$ cat src/rtl/display_pkg.sv
// Shared display constants and the slice sequencer state encoding.
//   SCAN_RATE : default column pairs per angular slice
//   NUM_COLS  : total columns across both panel halves
//   NUM_ROWS  : rows per panel column
//   RGB_RES   : bits per colour channel
//   seq_state_t : sequencer FSM states
package display_pkg;

  localparam int SCAN_RATE = 32;
  localparam int NUM_COLS  = 2 * SCAN_RATE;
  localparam int NUM_ROWS  = 32;
  localparam int RGB_RES   = 8;

  typedef enum logic [1:0] {
    ST_IDLE    = 2'd0,
    ST_MEASURE = 2'd1,
    ST_SCAN    = 2'd2,
    ST_HOLD    = 2'd3
  } seq_state_t;

endpackage

$ cat src/rtl/rotation_period_meter.sv
// Measures the rotation period between hall pulses and derives the
// per-slice time budget.
//   i_clk               : system clock
//   i_rst               : synchronous active-high reset
//   i_hall              : one-cycle pulse per revolution
//   i_run               : counter advances while high (sequencer not idle)
//   o_count_sat         : period counter has reached all-ones
//   o_slice_period      : latched period divided by the slice count
//   o_next_slice_period : slice period that would be latched this cycle
module rotation_period_meter #(
  parameter int NUM_SLICES = 64,
  parameter int PERIOD_W   = 24
) (
  input  logic                i_clk,
  input  logic                i_rst,
  input  logic                i_hall,
  input  logic                i_run,
  output logic                o_count_sat,
  output logic [PERIOD_W-1:0] o_slice_period,
  output logic [PERIOD_W-1:0] o_next_slice_period
);

  localparam int SLICE_SH = $clog2(NUM_SLICES);

  logic [PERIOD_W-1:0] r_count;
  logic [PERIOD_W-1:0] r_period;
  logic [PERIOD_W-1:0] w_next_period;

  assign o_count_sat = &r_count;
  // count+1 is held at all-ones so a saturated count cannot wrap to a tiny period
  assign w_next_period       = o_count_sat ? r_count : r_count + PERIOD_W'(1);
  assign o_next_slice_period = w_next_period >> SLICE_SH;
  assign o_slice_period      = r_period >> SLICE_SH;

  always_ff @(posedge i_clk) begin
    if (i_rst) begin
      r_count  <= '0;
      r_period <= '0;
    end else begin
      if (i_hall) begin
        r_count  <= '0;
        r_period <= w_next_period;
      end else if (i_run && !o_count_sat) begin
        r_count <= r_count + PERIOD_W'(1);
      end
    end
  end

endmodule

$ cat src/rtl/slice_sequencer.sv
// Angular slice sequencer for a rotating display: locks to the hall
// pulse period, splits each revolution into slices and streams the
// column pairs of each slice over a valid/ready handshake.
//   clk_in            : system clock
//   rst_in            : synchronous active-high reset
//   hall_in           : one-cycle pulse per revolution (synchronized)
//   col_ready_in      : downstream accepts the current column pair
//   col_valid_out     : column pair outputs are valid
//   column_index1_out : left-half column 0..SCAN_RATE-1
//   column_index2_out : right-half column SCAN_RATE..2*SCAN_RATE-1
//   slice_out         : current angular slice
//   slice_start_out   : pulse on first cycle of each slice
//   locked_out        : rotation period measured and usable
//   overrun_out       : pulse when a slice scan exceeded its budget
module slice_sequencer #(
  parameter int SCAN_RATE  = display_pkg::SCAN_RATE,
  parameter int NUM_SLICES = 64,
  parameter int PERIOD_W   = 24
) (
  input  logic                          clk_in,
  input  logic                          rst_in,
  input  logic                          hall_in,
  input  logic                          col_ready_in,
  output logic                          col_valid_out,
  output logic [$clog2(SCAN_RATE)-1:0]  column_index1_out,
  output logic [$clog2(SCAN_RATE):0]    column_index2_out,
  output logic [$clog2(NUM_SLICES)-1:0] slice_out,
  output logic                          slice_start_out,
  output logic                          locked_out,
  output logic                          overrun_out
);

  import display_pkg::*;

  localparam int KW = $clog2(SCAN_RATE);
  localparam int SW = $clog2(NUM_SLICES);
  localparam logic [KW-1:0] K_LAST = KW'(SCAN_RATE - 1);

  seq_state_t          r_state;
  logic [KW-1:0]       r_k;
  logic [KW:0]         r_col2;
  logic [SW-1:0]       r_slice;
  logic [PERIOD_W-1:0] r_timer;
  logic                r_valid;
  logic                r_start;
  logic                r_locked;
  logic                r_overrun;
  logic                r_expired;
  logic                r_resync;
  logic                r_unlock;

  seq_state_t          w_state_nxt;
  logic [KW-1:0]       w_k_nxt;
  logic [SW-1:0]       w_slice_nxt;
  logic [PERIOD_W-1:0] w_timer_nxt;
  logic                w_valid_nxt;
  logic                w_start_nxt;
  logic                w_locked_nxt;
  logic                w_overrun_nxt;
  logic                w_expired_nxt;
  logic                w_resync_nxt;
  logic                w_unlock_nxt;

  logic                w_do_start;
  logic [SW-1:0]       w_start_slice;
  logic                w_do_drop;
  seq_state_t          w_drop_state;

  logic                w_sat;
  logic [PERIOD_W-1:0] w_slice_period;
  logic [PERIOD_W-1:0] w_next_slice_period;
  logic                w_short;
  logic                w_expire;
  logic                w_xfer;

  rotation_period_meter #(
    .NUM_SLICES (NUM_SLICES),
    .PERIOD_W   (PERIOD_W)
  ) u_meter (
    .i_clk               (clk_in),
    .i_rst               (rst_in),
    .i_hall              (hall_in),
    .i_run               (r_state != ST_IDLE),
    .o_count_sat         (w_sat),
    .o_slice_period      (w_slice_period),
    .o_next_slice_period (w_next_slice_period)
  );

  assign w_short  = w_next_slice_period < PERIOD_W'(SCAN_RATE);
  assign w_expire = r_timer == (w_slice_period - PERIOD_W'(1));
  assign w_xfer   = r_valid & col_ready_in;

  always_comb begin
    w_state_nxt   = r_state;
    w_k_nxt       = r_k;
    w_slice_nxt   = r_slice;
    w_timer_nxt   = '0;
    w_valid_nxt   = r_valid;
    w_start_nxt   = 1'b0;
    w_locked_nxt  = r_locked;
    w_overrun_nxt = 1'b0;
    w_expired_nxt = r_expired;
    w_resync_nxt  = r_resync;
    w_unlock_nxt  = r_unlock;
    w_do_start    = 1'b0;
    w_start_slice = '0;
    w_do_drop     = 1'b0;
    w_drop_state  = ST_IDLE;

    case (r_state)
      ST_IDLE: begin
        if (hall_in) w_state_nxt = ST_MEASURE;
      end

      ST_MEASURE: begin
        if (hall_in) begin
          if (!w_short) begin
            w_do_start   = 1'b1;
            w_locked_nxt = 1'b1;
          end
        end else if (w_sat) begin
          w_do_drop = 1'b1;
        end
      end

      // No pair is outstanding here, so every event acts immediately.
      ST_HOLD: begin
        w_timer_nxt = r_timer + PERIOD_W'(1);
        if (hall_in) begin
          if (w_short) begin
            w_do_drop    = 1'b1;
            w_drop_state = ST_MEASURE;
          end else begin
            w_do_start = 1'b1;
          end
        end else if (w_sat) begin
          w_do_drop = 1'b1;
        end else if (w_expire) begin
          w_do_start    = 1'b1;
          w_start_slice = r_slice + SW'(1);
        end
      end

      // Events are remembered until the pending pair transfers; the
      // newest hall decides whether the period is still usable, and a
      // resync outranks a timer expiry so it never reports an overrun.
      ST_SCAN: begin
        w_timer_nxt   = r_timer + PERIOD_W'(1);
        w_resync_nxt  = r_resync | hall_in;
        w_unlock_nxt  = hall_in ? w_short : r_unlock;
        w_expired_nxt = r_expired | w_expire;
        if (w_xfer) begin
          if (w_sat && !hall_in) begin
            w_do_drop = 1'b1;
          end else if (w_unlock_nxt) begin
            w_do_drop    = 1'b1;
            w_drop_state = ST_MEASURE;
          end else if (w_resync_nxt) begin
            w_do_start = 1'b1;
          end else if (w_expired_nxt) begin
            w_do_start    = 1'b1;
            w_start_slice = r_slice + SW'(1);
            w_overrun_nxt = 1'b1;
          end else if (r_k == K_LAST) begin
            w_state_nxt = ST_HOLD;
            w_valid_nxt = 1'b0;
          end else begin
            w_k_nxt = r_k + KW'(1);
          end
        end
      end

      default: w_state_nxt = ST_IDLE;
    endcase

    if (w_do_start) begin
      w_state_nxt   = ST_SCAN;
      w_slice_nxt   = w_start_slice;
      w_k_nxt       = '0;
      w_valid_nxt   = 1'b1;
      w_start_nxt   = 1'b1;
      w_timer_nxt   = '0;
      w_expired_nxt = 1'b0;
      w_resync_nxt  = 1'b0;
      w_unlock_nxt  = 1'b0;
    end

    if (w_do_drop) begin
      w_state_nxt   = w_drop_state;
      w_slice_nxt   = '0;
      w_k_nxt       = '0;
      w_valid_nxt   = 1'b0;
      w_locked_nxt  = 1'b0;
      w_timer_nxt   = '0;
      w_expired_nxt = 1'b0;
      w_resync_nxt  = 1'b0;
      w_unlock_nxt  = 1'b0;
    end
  end

  always_ff @(posedge clk_in) begin
    if (rst_in) begin
      r_state   <= ST_IDLE;
      r_k       <= '0;
      r_col2    <= '0;
      r_slice   <= '0;
      r_timer   <= '0;
      r_valid   <= 1'b0;
      r_start   <= 1'b0;
      r_locked  <= 1'b0;
      r_overrun <= 1'b0;
      r_expired <= 1'b0;
      r_resync  <= 1'b0;
      r_unlock  <= 1'b0;
    end else begin
      r_state   <= w_state_nxt;
      r_k       <= w_k_nxt;
      r_col2    <= {1'b0, w_k_nxt} + (KW+1)'(SCAN_RATE);
      r_slice   <= w_slice_nxt;
      r_timer   <= w_timer_nxt;
      r_valid   <= w_valid_nxt;
      r_start   <= w_start_nxt;
      r_locked  <= w_locked_nxt;
      r_overrun <= w_overrun_nxt;
      r_expired <= w_expired_nxt;
      r_resync  <= w_resync_nxt;
      r_unlock  <= w_unlock_nxt;
    end
  end

  assign col_valid_out     = r_valid;
  assign column_index1_out = r_k;
  assign column_index2_out = r_col2;
  assign slice_out         = r_slice;
  assign slice_start_out   = r_start;
  assign locked_out        = r_locked;
  assign overrun_out       = r_overrun;

endmodule

$ cat config.mk
export PLATFORM = sky130hd
export DESIGN_NAME = slice_sequencer
export DESIGN_NICKNAME = d
export VERILOG_FILES = /design/src/rtl/display_pkg.sv /design/src/rtl/rotation_period_meter.sv /design/src/rtl/slice_sequencer.sv
export SDC_FILE = /design/constraint.sdc
export NUM_CORES = 1
export LEC_CHECK = 0
export BUFFER_PORTS_ARGS = -buffer_cell sky130_fd_sc_hd__buf_2
export CORE_AREA = 2 2 127 67
export DETAILED_ROUTE_END_ITERATION = 6
export DIE_AREA = 0 0 129 69
export GPL_TIMING_DRIVEN = 0
export PLACE_DENSITY_LB_ADDON = 0.1
export SETUP_SLACK_MARGIN = 0.3
export SYNTH_ARGS = -nofsm -noshare
export SYNTH_HDL_FRONTEND = slang
export SYNTH_SLANG_ARGS = --single-unit
export TNS_END_PERCENT = 100
$ cat constraint.sdc
create_clock -name clk_in -period 6.8 [get_ports clk_in]
set_input_delay 0.34 -clock clk_in [delete_from_list [all_inputs] [get_ports clk_in]]
set_output_delay 0.34 -clock clk_in [all_outputs]
set_load 0.05 [all_outputs]
-- Word level (Yosys, flattened, before mapping)
Index checks and enable logic that the tools add are counted.
- $add $sub $neg: 6
- multiply operators: 0
- div/mod/pow operators: 0
- $lt $le $gt $ge: 1
- eq/ne operators: 16
- shifts and indexed selects: 0
- mux-type cells: 64
- bitwise gates (word level): 7
- reduce and logical (&&, ||, !) cells: 20
- operator list (cell ; number):
    adder 24 x 1 -> 24 bit (second input constant) ; 2
    two-way mux 6 bit ; 8
    two-way mux 5 bit ; 9
    two-way mux 1 bit ; 32
    inequality test 4 bit (second input constant) ; 7
    == test 24 bit ; 1
    two-way mux 24 bit ; 1
    AND reduction 24 bit ; 1
    subtractor 18 x 1 -> 19 bit (second input constant) ; 1
    < comparator 18 x 6 -> 1 bit (second input constant) ; 1
    two-way mux 2 bit ; 9
    case mux 6 bit (2 select lines) ; 1
    inequality test 2 bit (second input constant) ; 4
    AND reduction 8 bit ; 1
    nonzero test 2 bit ; 4
    AND reduction 7 bit ; 1
    adder 5 x 6 -> 6 bit (second input constant) ; 1
    adder 6 x 1 -> 6 bit (second input constant) ; 1
    case mux 1 bit (3 select lines) ; 2
    OR reduction 2 bit ; 3
    OR reduction 6 bit ; 1
    adder 5 x 1 -> 5 bit (second input constant) ; 1
    == test 5 bit (second input constant) ; 1
    == test 2 bit (second input constant) ; 2
    13 further kinds ; 19
- register bits after elaboration: 98
- latch bits: 0
- RAM bits: 0
- memory bits (read-only): 0
- input port bits: 4
- output and inout bits: 21
- word-level logic and storage cells: 128
- memories kept: 0

-- Longest topological paths before layout
Gate-level depths: netlist (run 1).
- depth after elaboration: 12
- depth in mapped cells: 13
- depth with buffers taken out: 11

-- Modules after synthesis
A second synthesis (run 1) with hierarchy kept.
- cell total of the unflattened synthesis: 634
- area total of the unflattened synthesis: 5291.3 um2
- by module, submodules not included (module ; times used ; cells each ; area each (um2)):
    slice_sequencer ; 1 ; 359 ; 2949.1
    rotation_period_meter ; 1 ; 275 ; 2342.2

-- Worst setup path before layout (run 1)
No wires, ideal clock.
- kind: flip-flop to flip-flop
- start point: reg u_meter.r_period[9]
- end point: reg r_k[3], in the netlist column_index1_out[3]
- library setup time: 0.070 ns
- arrival time: 3.159 ns
- data required time: 6.730 ns
- slack: 3.572 ns
- cell stages (with the launch flop): 13
- path through: dfxtp_1 -> buf_6 -> or4_4 -> buf_6 -> or4_4 -> xnor2_1 -> a32o_2 -> nand3b_2 -> nor4_1 -> or4b_1 -> buf_2 -> or3_1 -> a21oi_1
- word-level cells in the longest chain between the ends: 11
- RTL lines (item ; RTL line ; source):
    start, declared ; rotation_period_meter.sv:26 ; logic [PERIOD_W-1:0] r_period;
    start signal, assigned ; rotation_period_meter.sv:42 ; r_period <= w_next_period;
    subtractor 18 x 1 -> 19 bit (*) ; slice_sequencer.sv:90 ; assign w_expire = r_timer == (w_slice_period - PERIOD_W'(1));
    == test 24 bit (*) ; slice_sequencer.sv:90 ;
    OR 1 bit ; slice_sequencer.sv:151 ; w_expired_nxt = r_expired | w_expire;
    two-way mux 1 bit or two-way mux 5 bit (tied branches) ; slice_sequencer.sv:160 ; end else if (w_expired_nxt) begin
    two-way mux 1 bit or two-way mux 5 bit (tied branches) ; slice_sequencer.sv:158 ; end else if (w_resync_nxt) begin
    two-way mux 1 bit or two-way mux 5 bit (tied branches) ; slice_sequencer.sv:155 ; end else if (w_unlock_nxt) begin
    two-way mux 1 bit or two-way mux 5 bit (tied branches) ; slice_sequencer.sv:153 ; if (w_sat && !hall_in) begin
    two-way mux 1 bit or two-way mux 5 bit (tied branches) ; slice_sequencer.sv:152 ; if (w_xfer) begin
    case mux 1 bit (3 select lines) or two-way mux 5 bit (tied branches) ; slice_sequencer.sv:110 ; case (r_state)
    two-way mux 5 bit (*) ; slice_sequencer.sv:176 ; if (w_do_start) begin
    two-way mux 5 bit (*) ; slice_sequencer.sv:188 ; if (w_do_drop) begin
    end signal, assigned ; slice_sequencer.sv:217 ; r_k <= w_k_nxt;
    end, declared ; slice_sequencer.sv:40 ; logic [KW-1:0] r_k;
Mark *: on every way between the ends. The rest lies on a longest branch, timed or not.
A chain may end at the register's enable or synchronous reset.

-- Worst setup path in the final report (run 1)
- start point: reg u_meter.r_count[7]
- end point: reg r_slice[4], in the netlist slice_out[4]
- word-level cells in the longest chain between the ends: 9
- RTL lines (item ; RTL line ; source):
    start, declared ; rotation_period_meter.sv:25 ; logic [PERIOD_W-1:0] r_count;
    start signal, assigned ; rotation_period_meter.sv:44 ; r_count <= r_count + PERIOD_W'(1);
    adder 24 x 1 -> 24 bit or AND reduction 24 bit (tied branches) ; rotation_period_meter.sv:31, rotation_period_meter.sv:29 ;
    two-way mux 24 bit ; rotation_period_meter.sv:31 ; assign w_next_period = o_count_sat ? r_count : r_count + PERIOD_W'(1);
    < comparator 18 x 6 -> 1 bit ; slice_sequencer.sv:89 ; assign w_short = w_next_slice_period < PERIOD_W'(SCAN_RATE);
    two-way mux 1 bit ; slice_sequencer.sv:150 ; w_unlock_nxt = hall_in ? w_short : r_unlock;
    two-way mux 1 bit ; slice_sequencer.sv:155 ;
    two-way mux 1 bit ; slice_sequencer.sv:153 ;
    two-way mux 1 bit ; slice_sequencer.sv:152 ;
    case mux 1 bit (3 select lines) ; slice_sequencer.sv:110 ;
    OR reduction 2 bit (no source line) ; n/a ;
    end signal, assigned ; slice_sequencer.sv:219 ; r_slice <= w_slice_nxt;
    end, declared ; slice_sequencer.sv:42 ; logic [SW-1:0] r_slice;
Parallel ways exist; a longest one is shown, timed or not.

==> flow_summary.yaml, run 1 <==
power:
  ir_drop_mv: 0.145
  pwr-share-clk_pct: 49.6
  combPwrFrac_pct: 7.9
  seqPwrFrac_pct: 42.5
  p_switching_w: 0.000274
  internal-power_w: 0.000960
  netSwitchingFraction_pct: 22.2
  total_leakage_power_nw: 2.10
  cellPowerDensity_nw_per_um2: 219
sta:
  post-route-min-period_ns: 4.18
  setup_tns_ns: 0
  slew_viol_final: 0
  setup_violations: 0
  finalCritPeriodShare_pct: 61.5
  worst_slew_pin_slew_ns: 0.912
  setup_ws_ns: 2.62
  skew_ns: 0.00436
  hold_viol_final: 0
  hold_slack_ns: 0.255
  max_freq_mhz: 239
  slew_headroom_pct: 39.0
  grt_setup_unrepaired: "no"
clock_tree:
  cts_tree: "done"
  postCtsHoldBufs: 0
  clkTransAtPathRegs_ns: 0.06
  htreeDepth: 3
  cts_resized: 0
  worstSkewPairLatency_ns: 0.34
  cts-buffers-inserted: 9
  postCtsSetupBuffers: 0
  clockBufferDepth: 2
  clock-sinks: 87
  cts_root_buffer: "clkbuf_16"
synthesis:
  ys_seq_area_share_pct: 34.7
  syn_inst: 621
  syn-num-nets: 631
  async_flop_share_pct: 0
  synth_edf_count: 0
  synth_top_area_share_pct: 34.7
  ys_warn_count: 0
  yosysTopAreaCell: "dfxtp_1"
  synthTopCellsByArea: "dfxtp_1 35%, nor2_1 8.1%, xor2_1 7.9%, xnor2_1 7.0%, nand2_1 3.5%"
  ys_types: 68
  syn_area_um2: 5010
  ys.flop_type: "dfxtp_1"
  syn_avg_cell_area_um2: 8.07
  synth-seq-cells: 87
floorplanning:
  io_pins: 25
  num_rows: 23
  core_region_area_um2: 7800
  dieArea_um2: 8900
  fp.dieH_um: 69
  initial_core_util_pct: 64.3
  die_w_um: 129
detailed_routing:
  drt-initial-drc-count: 408
  num_vias: 4630
  avgViaCountPerCell: 5.99
  drtPass1Iterations: 5
  drtAntennaViolNets: 0
  wl_mm: 12.4
  drc: 0
  wl_per_cell_um: 16.0
global_routing:
  grt_pass1_wl_mm: 20.7
  grt_pass1_vias: 4141
  grt_antenna_before_repair: 0
  grt_usage_pct: 29.0
  grt.overflow.total: 0
  grt_start_max_net_pins: 15
critical_path:
  crit_buf_inv: 2
  crit_top_cell: "nand2_1"
  cp_slowest_cell: "nor4_1"
  path_delay_family: "simple AND/OR/NAND/NOR gates"
  crit_chain: "clkbuf_1 -> nand3_1 -> nor4_1 -> and3_1 -> mux2_2 -> nor4b_2 -> nand2_1 -> a311oi_4 -> nand2_1 -> buf_2 -> o21ai_0"
  reg2reg_slack_ns: 2.62
  reg2regPathDepth: 11
  worstSetupPathType: "flip-flop to flip-flop"
  critPathMaxStageDelay_ns: 0.66
  cp-end-kind: "flip-flop"
  r2r_end: "slice_out[4]"
  crit_required_ns: 7.07
  cp.arrival_ns: 4.45
  r2r-start: "u_meter.r_count[7]"
  worstPathMaxFanout: 10
  start_kind: "flip-flop"
layout:
  syn2layout_area_growth_pct: 12.6
  num_antenna_cells: 0
  final_net_count: 666
  fillers: 600
  drive_gt1_share_pct: 10.9
hold_path:
  hp-class: "input pin to flip-flop"
  holdPathStages: 2
  min_from: "rst_in"
  min_to: "column_index2_out[5]"
placement:
  pre_cts_ws_ns: 2.80
  hpwlAfterDp_mm: 9.09
  numPortBuffers: 24
  place_congestion: 0.974
flow_run:
  max-cap-violations: 0
run_status:
  status: "finished, final reports clean"
[worst reg2reg max path: stages (launching register included)]
cell,delay (ns)
dfxtp_1,0.30
clkbuf_1,0.33
nand3_1,0.28
nor4_1,0.66
and3_1,0.32
mux2_2,0.38
nor4b_2,0.43
nand2_1,0.21
a311oi_4,0.59
nand2_1,0.21
buf_2,0.24
o21ai_0,0.16
[through the flow]
stage               power [W]  util (%)  instances  area, µm²
floorplan            0.000606         -        621       5010
global placement     0.000627      67.6        757       5270
detailed placement   0.000629      67.6        757       5270
CTS                   0.00123      72.4        773       5640
global route          0.00127      72.4        773       5640
finish                0.00123      72.4        773       5640
[worst max-delay path by stage]
stage | endpoint | from | slack, ns | depth (start not counted)
after global routing | slice_out[4] | u_meter.r_count[7] | 2.27 | 11
after global placement | r_state[0] | u_meter.r_count[7] | 2.84 | 11
after CTS | r_state[0] | u_meter.r_count[7] | 2.72 | 11
after floorplan | column_index1_out[3] | u_meter.r_period[9] | 3.57 | 12
final | slice_out[4] | u_meter.r_count[7] | 2.62 | 11
after detailed placement | r_state[0] | u_meter.r_count[7] | 2.80 | 11
[power by group through the flow]
stage               logic [W]  registers [W]  clock network [W]
CTS                 0.0000956       0.000524           0.000615
finish              0.0000979       0.000524           0.000611
global placement    0.0000920       0.000535                  0
floorplan           0.0000728       0.000534                  0
detailed placement  0.0000942       0.000535                  0
global route         0.000107       0.000524           0.000643
[Yosys cell counts (7+ instances only)]
cell	n
clkbuf_1	21
and3_1	12
nor2_1	108
nand4_1	13
o211ai_1	7
a21oi_1	21
nand2_1	47
mux2i_1	7
inv_1	20
o21ai_0	13
or3_1	13
nor3_1	16
nand3_1	34
xnor2_1	40
a31oi_1	9
xor2_1	45
dfxtp_1	87
[cells by family (layout without fill, tap and decap cells)]
group / Yosys count / after routing / share of synthesized area [%]
AO/OA/AOI/OAI: 89 / 89 / 12.5
AND/OR/NAND/NOR: 289 / 289 / 29.7
XOR/XNOR: 85 / 85 / 14.9
buffers and inverters: 57 / 97 / 5.12
adder cells (fa/ha/maj): 6 / 6 / 1.50
multiplexers: 8 / 8 / 1.62
flip-flops: 87 / 87 / 34.7
[area by class of cell]
class	count	area, µm²	share of cell area (%)
Sequential cell	87	1740	30.9
Tap cell	112	140	2.48
Buffer	37	181	3.21
Multi-Input combinational cell	477	3010	53.4
Clock buffer	11	243	4.30
Clock inverter	5	129	2.28
Timing Repair Buffer	24	120	2.13
Inverter	20	75.1	1.33
[placed cells by master, fill, tap and decap left out, types with 3 or more instances in the layout]
| master | instances |
|---|---|
| nor2_1 | 108 |
| a21oi_1 | 21 |
| nand4_1 | 13 |
| ha_1 | 6 |
| and2_1 | 4 |
| xnor2_1 | 40 |
| a311oi_1 | 4 |
| buf_2 | 30 |
| and3_1 | 12 |
| inv_1 | 20 |
| clkbuf_1 | 22 |
| dfxtp_1 | 87 |
| or4_4 | 3 |
| or4_1 | 3 |
| bufinv_16 | 4 |
| and4_1 | 3 |
| o211ai_1 | 7 |
| or3_1 | 13 |
| mux2i_1 | 7 |
| nor3_1 | 16 |
| xor2_1 | 45 |
| a31oi_1 | 9 |
| nor2b_1 | 3 |
| o22ai_1 | 6 |
| nand2_1 | 47 |
| buf_4 | 5 |
| o21ai_0 | 13 |
| clkbuf_16 | 9 |
| a211oi_1 | 5 |
| nand3_1 | 34 |
| nor4_1 | 6 |
[state kept, by name, indices dropped and copies added, names as in the netlist, 2 cells and up]
register,count
u_meter.r_count,24
slice_out,6
r_state,2
r_timer,24
u_meter.r_period,18
column_index1_out,4
column_index2_out,2
[metal layers]
metal / share of wire [%] / global-route usage (%)
met4: 1.1 / 7.00
met1: 50 / 45.6
met2: 39 / 38.3
met3: 9.2 / 8.15
met5: 0 / 0
(Power assumes the default switching activity.)
==> run 2, diff against run 1 <==
--- a/config.mk
+++ b/config.mk
@@ -5,10 +5,11 @@
 export SDC_FILE = /design/constraint.sdc
 export NUM_CORES = 1
 export LEC_CHECK = 0
+export ABC_AREA = 1
 export BUFFER_PORTS_ARGS = -buffer_cell sky130_fd_sc_hd__buf_2
-export CORE_AREA = 2 2 127 67
+export CORE_AREA = 2 2 133 70
 export DETAILED_ROUTE_END_ITERATION = 6
-export DIE_AREA = 0 0 129 69
+export DIE_AREA = 0 0 135 72
 export GPL_TIMING_DRIVEN = 0
 export PLACE_DENSITY_LB_ADDON = 0.1
 export SETUP_SLACK_MARGIN = 0.3
==> constraint.sdc (replaced) <==
create_clock -name clk_in -period 4.15 [get_ports clk_in]
set_input_delay 0.2075 -clock clk_in [delete_from_list [all_inputs] [get_ports clk_in]]
set_output_delay 0.2075 -clock clk_in [all_outputs]
set_load 0.05 [all_outputs]
==> flow_summary.yaml, run 2 <==
global_routing:
  grt.overflow.total: 0
  grt_usage_pct: 26.2
  grt_pass1_vias: 4505
  grt_pass1_wl_mm: 20.4
  grt_start_max_net_pins: 16
  grt_antenna_before_repair: 0
detailed_routing:
  drtAntennaViolNets: 0
  drc: 0
  wl_per_cell_um: 13.0
  num_vias: 4972
  wl_mm: 12.1
  drtPass1Iterations: 5
  drt-initial-drc-count: 327
  avgViaCountPerCell: 5.33
sta:
  hold_viol_final: 0
  skew_ns: 0.00789
  setup_tns_ns: 0
  grt_setup_unrepaired: "no"
  max_freq_mhz: 317
  post-route-min-period_ns: 3.15
  slew_viol_final: 0
  slew_headroom_pct: 53.5
  setup_violations: 0
  worst_slew_pin_slew_ns: 0.696
  finalCritPeriodShare_pct: 76.0
clock_tree:
  cts_tree: "done"
  clkTransAtPathRegs_ns: 0.06
  worstSkewPairLatency_ns: 0.35
  cts_root_buffer: "clkbuf_16"
  htreeDepth: 3
  cts_resized: 0
  postCtsHoldBufs: 0
  postCtsSetupBuffers: 0
  cts-buffers-inserted: 9
  clock-sinks: 87
  clockBufferDepth: 2
synthesis:
  async_flop_share_pct: 0
  netlist_top_cells_count: "170 x nand2_1, 132 x nor2_1, 91 x inv_1"
  synth_most_common_cell: "nand2_1"
  synth_top_area_share_pct: 33.6
  ys.flop_type: "dfxtp_1"
  syn_inst: 775
  synthTopCellsByArea: "dfxtp_1 34%, nand2_1 12%, nor2_1 9.6%, inv_1 6.6%, nand3_1 5.0%"
  syn-num-nets: 785
  yosysTopAreaCell: "dfxtp_1"
  syn_avg_cell_area_um2: 6.68
  ys_types: 44
  synth_edf_count: 0
  synth-seq-cells: 87
  syn_area_um2: 5180
  ys_warn_count: 0
  ys_seq_area_share_pct: 33.6
floorplanning:
  io_pins: 25
  initial_core_util_pct: 60.7
  num_rows: 24
  die_w_um: 135
  dieArea_um2: 9720
  fp.dieH_um: 72
  core_region_area_um2: 8530
hold_path:
  holdPathStages: 2
  hp-class: "input pin to flip-flop"
power:
  total_leakage_power_nw: 2.44
  ir_drop_mv: 0.253
  cellPowerDensity_nw_per_um2: 425
critical_path:
  cp.arrival_ns: 3.38
  crit_required_ns: 4.37
  start_kind: "flip-flop"
  worstPathMaxFanout: 9
  worstSetupPathType: "flip-flop to flip-flop"
  reg2regPathDepth: 17
  cp-end-kind: "flip-flop"
flow_run:
  max-cap-violations: 0
layout:
  fillers: 768
  syn2layout_area_growth_pct: 11.0
  drive_gt1_share_pct: 11.4
  final_net_count: 820
  num_antenna_cells: 0
  final_cell_mix: "170 x nand2_1, 132 x nor2_1, 91 x inv_1, 87 x dfxtp_1, 52 x nand3_1"
  reg_top3: "r_timer: 24 flops, u_meter.r_count: 24 flops, u_meter.r_period: 18 flops"
  stdcell_count: 932
  final_common_cell: "nand2_1"
placement:
  numPortBuffers: 24
  place_congestion: 0.958
  placed_cells: 916
  hpwlAfterDp_mm: 8.98
run_status:
  status: "finished, final reports clean"
run 2: critical path: stages, from the launching register on:
cell and delay, ns:
dfxtp_1 0.31, inv_1 0.11, ha_1 0.24, nand2_1 0.12
nor2_2 0.20, nand2_1 0.16, nor2_2 0.17, nand2_1 0.11
o21ai_1 0.19, nand2_1 0.07, nor2_1 0.28, nand2_1 0.17
nand3_1 0.12, nand3_2 0.11, nand2_4 0.15, inv_1 0.10
o21ai_1 0.31, nor2_1 0.10
run 2: logic make-up after synthesis:
family                     share of synthesized area, %
buffers and inverters                              9.20
and+or+nand+nor                                    38.2
AOI/OAI and AO/OA                                  11.0
DFF                                                33.6
adders and majority gates                          1.45
xor gates and xnor gates                           6.52
run 2: per-layer routing:
metal	wire, µm	track usage [%]	vias up
met1	5880	34.3	2263
met2	5450	44.0	123
met3	654	6.22	18
met5	0	0	-
li1	-	-	2568
met4	164	7.29	0
run 2: final timing paths:
kind	slack [ns]	to	startpoint
max	1.0	slice_out[5]	u_meter.r_period[6]
min	0.11	slice_start_out	rst_in
max reg2reg	1.0	slice_out[5]	u_meter.r_period[6]
min reg2reg	0.47	locked_out	locked_out
run 2: power breakdown:
group          switching, W  internal, W  leakage, nW
clock              0.000351     0.000486        0.153
combinational      0.000456     0.000196         1.58
sequential        0.0000610     0.000895        0.705
run 2: final cells by class:
class	count	area, µm²	share of cell area (%)
tap	117	146	2.55
inverter	98	368	6.40
clock buffer	10	239	4.15
buffer	19	109	1.89
multi-input combinational	571	2960	51.5
timing repair buffer	24	120	2.09
clock inverter	6	66.3	1.15
sequential	87	1740	30.3
run 2: per-stage QoR:
stage | utilization (%) | worst slack, ns | hold slack (ns) | instance area, µm² | power [W]
after floorplan | - | 1.77 | 0.280 | 5180 | 0.00145
after global placement | 63.9 | 1.21 | 0.445 | 5450 | 0.00160
after detailed placement | 63.9 | 1.15 | 0.456 | 5450 | 0.00161
after CTS | 67.4 | 1.04 | 0.0905 | 5750 | 0.00244
after global routing | 67.4 | 0.775 | 0.109 | 5750 | 0.00257
final | 67.4 | 0.996 | 0.106 | 5750 | 0.00244
